**config.mk**
```make
export PLATFORM = sky130hd
export DESIGN_NAME = alu_op_sequencer
export DESIGN_NICKNAME = d
export VERILOG_FILES = /design/src/rtl/alu_op_sequencer.sv
export SDC_FILE = /design/constraint.sdc
export NUM_CORES = 1
export LEC_CHECK = 0
export CORE_MARGIN = 3
export CORE_UTILIZATION = 35
export CTS_CLUSTER_DIAMETER = 60
export DETAILED_ROUTE_END_ITERATION = 6
export PLACE_DENSITY_LB_ADDON = 0.15
export SETUP_SLACK_MARGIN = 0.4
export SLEW_MARGIN = 40
export SYNTH_ARGS = -nofsm -noshare
export SYNTH_HDL_FRONTEND = slang
export SYNTH_SLANG_ARGS = --single-unit
```
**constraint.sdc**
```tcl
create_clock -name clk -period 2.5 [get_ports clk]
set_clock_uncertainty 0.2 [all_clocks]
set_input_delay 0.5 -clock clk [delete_from_list [all_inputs] [get_ports clk]]
set_output_delay 0.5 -clock clk [all_outputs]
set_load 0.1 [all_outputs]
```
**src/rtl/alu_op_sequencer.sv**
```systemverilog
// Front-end sequencer: collects A, B and opcode from the switch bank one enter press at a time,
// issues the operation to the shared ALU and holds the captured result for display.
module alu_op_sequencer #(
    parameter int unsigned NUM_OPS     = 8,
    parameter int unsigned ALU_LATENCY = 1
) (
    input  logic        clk,
    input  logic        rst,
    input  logic        enter,
    input  logic [7:0]  switch,
    input  logic [15:0] alu_result,
    output logic [7:0]  alu_a,
    output logic [7:0]  alu_b,
    output logic [3:0]  alu_op,
    output logic        alu_go,
    output logic [15:0] result,
    output logic        result_valid,
    output logic        busy,
    output logic        err,
    output logic        overrun
);

    typedef enum logic [2:0] {
        LOAD_A,
        LOAD_B,
        LOAD_OP,
        EXEC,
        SHOW
    } state_t;

    localparam logic [3:0] LAT4 = 4'(ALU_LATENCY);

    state_t      state_q, state_d;
    logic        sync1_q, sync2_q, prev_q, ent_p_q;
    logic [1:0]  settle_q;
    logic        armed_q;
    logic [7:0]  a_q, a_d, b_q, b_d;
    logic [3:0]  op_q, op_d, cnt_q, cnt_d;
    logic [15:0] res_q, res_d;
    logic        rv_q, rv_d, go_q, go_d, busy_q, busy_d;
    logic        err_q, err_d, ovr_q, ovr_d;
    logic        op_legal;

    // The edge detector stays disarmed until the synchronised button has been seen low
    // after reset, so a button held through reset release is not taken as a press.
    always_ff @(posedge clk) begin
        if (rst) begin
            sync1_q  <= 1'b0;
            sync2_q  <= 1'b0;
            prev_q   <= 1'b0;
            ent_p_q  <= 1'b0;
            settle_q <= '0;
            armed_q  <= 1'b0;
        end else begin
            sync1_q  <= enter;
            sync2_q  <= sync1_q;
            prev_q   <= sync2_q;
            ent_p_q  <= sync2_q & ~prev_q & armed_q;
            settle_q <= {settle_q[0], 1'b1};
            if (settle_q[1] && !sync2_q) begin
                armed_q <= 1'b1;
            end
        end
    end

    assign op_legal = (switch[7:4] == 4'd0) && (32'(switch[3:0]) < NUM_OPS);

    always_comb begin
        state_d = state_q;
        a_d     = a_q;
        b_d     = b_q;
        op_d    = op_q;
        cnt_d   = cnt_q;
        res_d   = res_q;
        rv_d    = rv_q;
        err_d   = err_q;
        ovr_d   = ovr_q;
        case (state_q)
            LOAD_A, SHOW: begin
                if (ent_p_q) begin
                    a_d     = switch;
                    rv_d    = 1'b0;
                    err_d   = 1'b0;
                    ovr_d   = 1'b0;
                    state_d = LOAD_B;
                end
            end
            LOAD_B: begin
                if (ent_p_q) begin
                    b_d     = switch;
                    state_d = LOAD_OP;
                end
            end
            LOAD_OP: begin
                if (ent_p_q) begin
                    if (op_legal) begin
                        op_d    = switch[3:0];
                        err_d   = 1'b0;
                        cnt_d   = LAT4;
                        state_d = EXEC;
                    end else begin
                        err_d = 1'b1;
                    end
                end
            end
            EXEC: begin
                if (ent_p_q) begin
                    ovr_d = 1'b1;
                end
                if (cnt_q == 4'd0) begin
                    res_d   = alu_result;
                    rv_d    = 1'b1;
                    state_d = SHOW;
                end else begin
                    cnt_d = cnt_q - 4'd1;
                end
            end
            default: state_d = LOAD_A;
        endcase
        go_d   = (state_d == EXEC) && (state_q != EXEC);
        busy_d = (state_d == EXEC);
    end

    always_ff @(posedge clk) begin
        if (rst) begin
            state_q <= LOAD_A;
            a_q     <= '0;
            b_q     <= '0;
            op_q    <= '0;
            cnt_q   <= '0;
            res_q   <= '0;
            rv_q    <= 1'b0;
            go_q    <= 1'b0;
            busy_q  <= 1'b0;
            err_q   <= 1'b0;
            ovr_q   <= 1'b0;
        end else begin
            state_q <= state_d;
            a_q     <= a_d;
            b_q     <= b_d;
            op_q    <= op_d;
            cnt_q   <= cnt_d;
            res_q   <= res_d;
            rv_q    <= rv_d;
            go_q    <= go_d;
            busy_q  <= busy_d;
            err_q   <= err_d;
            ovr_q   <= ovr_d;
        end
    end

    assign alu_a        = a_q;
    assign alu_b        = b_q;
    assign alu_op       = op_q;
    assign alu_go       = go_q;
    assign result       = res_q;
    assign result_valid = rv_q;
    assign busy         = busy_q;
    assign err          = err_q;
    assign overrun      = ovr_q;

endmodule

```
==> metrics.yaml <==
layout.cells.most_common_list: "nand2_1 (55), dfxtp_1 (55), buf_4 (52), a21oi_1 (34), clkdlybuf4s50_1 (21)"
setup.worst_path.class: "flip-flop to flip-flop"
async_reset_ff_share_pct: 0
final_hold_viol_count: 0
finalCriticalPeriod_ns: 2.00
cts_tree: "yes"
layout-drive-gt1-share_pct: 23.1
initial_utilization_pct: 36.4
drv.max_cap_violation_count: 0
cts.sinks: 55
share_of_total_power_in_combinational_logic_pct: 5.6
outcome: "finished clean"
route.final.wire_length_microns: 4820
kind_of_path_behind_the_tightest_hold_check: "flip-flop to flip-flop"
synth-main-ff-cell: "dfxtp_1"
globalRoute.totalOverflow: 0
r2r_end: "cnt_q[2]$_SDFFE_PP0P_"
layout.nets: 335
slew-limit-headroom_pct: 56.1
syn-mean-instance-area_sq_um: 8.75
first_pass_grt_wire_length_microns: 7440
psw_uw: 327
tightestPinTransition_ns: 0.658
mapped_area_sq_mm: 0.00203
synth-edff-count: 0
clock-root-buffer: "clkbuf_8"
hpwl_microns: 3330
vdd.ir_drop.worst_v: 0.000292
hold_depth: 2
fmaxAchievable_ghz: 0.500
crit_end_category: "flip-flop"
static-leakage-power_nw: 1.12
clkPwrFrac_pct: 38.5
yosys.area_share.xor_xnor_pct: 0
num_antenna_cells: 0
buffer_ports.inserted: 67
power.density_cell_area_mw_per_mm2: 549
floorplan.die.height_microns: 82.2
clk-insertion-delay-late_ns: 0.31
synthCells: 232
detailroute.wirelength.met2_microns: 2090
cts.reportedPaths.clkPinSlew_ns: 0.09
power.share.sequential_pct: 55.9
largest_net_degree_at_the_start_of_global_routing: 34
gr-usage-all-layers_pct: 14.5
main_combinational_cell_family_by_area_after_synthesis: "simple AND/OR/NAND/NOR gates"
timing.final.crit_share_pct: 80.0
r2r_setup_slk_ns: 0.50
p_sw_share_pct: 20.7
floorplan.rows: 27
setup.worst_path.start_class: "flip-flop"
wl_met1_microns: 2340
antenna_found_initial: 0
cts.htree.levels: 2
num_vias: 1816
synth_sequential_area_ratio_pct: 54.2
report.final.setup_viol: 0
critPathMaxFanout: 8
internal_cell_power_mw: 1.25
syn_nets: 260
cp.arrival_ns: 2.05
cts_hold_buf: 0
drt_pre_antenna_iters: 4
synth_compound_gate_area_share_pct: 11.2
yosys.area.top_type_share_pct: 54.2
fp.dieArea_sq_mm: 0.00675
post_drt_wl_per_cell_microns: 12.7
met3_length_microns: 350
synth_adder_area_share_pct: 0.616
vias_per_cell: 4.78
final-instance-count-excl-fill: 380
routed.top_layer: "met4"
cts_inserted_buffers: 5
yosysTopAreaCell: "dfxtp_1"
synthesis.yosys.warnings: 0
hp-start: "alu_op[3]$_SDFFE_PP0P_"
finalSetupTns_ns: 0
placed_cells_incl_taps: 370
route.detailed.drc: 0
critical_path_required_ns: 2.55
die_x_microns: 82.2
holdPathEnd: "alu_op[3]$_SDFFE_PP0P_"
fin_total_pwr_mw: 1.58
synth_seq_cells: 55
gp_congestion: 0.752
area_delta_synth_final_pct: 41.7
muxShareOfSynthArea_pct: 5.91
regToRegStartpoint: "cnt_q[0]$_SDFFE_PP0P_"
grt_setup_unrepaired: "false"
cts.path.max_buffers: 2
via_count_of_the_first_global_routing_pass: 1586
coreArea_sq_mm: 0.00557
yosys_cell_types: 33
pins_over_slew_limit: 0
top_level_ports: 68
post_synth_main_area_contributors: "dfxtp_1 (54%), nand2_1 (10%), a21oi_1 (8.4%), mux2i_1 (5.9%), nor2_1 (3.5%)"
ant_nets: 0
drt_first_iter_violations: 37
synth_area_in_simple_gates_pct: 25.0
worstRegToRegCells: 6
layer usage:
metal  vias to the layer above  track usage (%)
met2                        52             23.2
met1                       828             18.3
met3                         5             4.88
met4                         0             4.49
met5                         -                0
li1                        931                -
metrics by stage:
stage	hold WS, ns	instance area [sq um]	worst slack (ns)	utilization (%)
2_1_floorplan	0.214	2030	0.512	-
3_3_place_gp	0.218	2710	0.0402	48.6
3_5_place_dp	0.224	2710	0.0124	48.6
4_1_cts	0.245	2830	0.402	50.8
5_1_grt	0.270	2880	0.402	51.6
6_report	0.239	2880	0.500	51.6
critical path: stages (launching register included):
cell and delay, ns:
dfxtp_1 0.38, inv_1 0.06, ha_1 0.21, nor3b_2 0.17, and3_2 0.27, or4_1 0.50, a21oi_1 0.15
area by class of cell:
type	count	area (sq um)
fillers	556	2700
flip-flops and latches	55	1100
multi-input cells	161	898
repair buffers	78	648
well taps	72	90.1
clock buffers	6	82.6
clock inverters	2	35.0
inverters	6	22.5
worst max-delay path by stage:
stage | start | to | slack, ns
finish | cnt_q[0]$_SDFFE_PP0P_ | cnt_q[2]$_SDFFE_PP0P_ | 0.50
floorplan | switch[3] | alu_op[0]$_SDFFE_PP0P_ | 0.51
CTS | switch[3] | cnt_q[2]$_SDFFE_PP0P_ | 0.40
global route | cnt_q[0]$_SDFFE_PP0P_ | cnt_q[3]$_SDFFE_PP0P_ | 0.40
global placement | switch[3] | alu_op[2]$_SDFFE_PP0P_ | 0.04
detailed placement | switch[3] | alu_op[1]$_SDFFE_PP0P_ | 0.01
state kept, by name (all words and copies together), names as in the netlist:
register and cells:
err 1, alu_op 4, cnt_q 4, state_q 3, sync2_q 1, result_valid 1, overrun 1, result 16
armed_q 1, alu_b 8, sync1_q 1, alu_a 8, busy 1, alu_go 1, settle_q 2, ent_p_q 1
prev_q 1
repair_timing:
item / CTS / global route
pin swaps: 1 / 2
buffers inserted: 1 / 1
gates resized for setup: 2 / 8
cloned: 0 / 0
endpoints found under the setup margin: 4 / 23
Yosys cell counts, drive strengths merged (2+ instances only):
cell	n
nor3	2
nand2b	5
nand2	55
or4	3
or3	2
nor4	3
or2	2
clkbuf	7
nor2	20
a21oi	34
inv	6
nor2b	7
buf	3
mux2i	12
dfxtp	55
o21ai	2
kinds of logic after synthesis:
group | after synthesis
compound gates | 42
fa+ha+maj | 1
buf+inv | 16
flops | 55
mux | 12
simple gates | 106
power groups by stage:
stage / logic (mW) / clock network, mW / registers [mW]
detailed placement: 0.0867 / 0 / 0.904
CTS: 0.0869 / 0.628 / 0.884
floorplan: 0.0216 / 0 / 0.909
global placement: 0.0865 / 0 / 0.904
global route: 0.0958 / 0.659 / 0.885
finish: 0.0888 / 0.608 / 0.884
No activity file was read; power rests on OpenSTA's default activity.
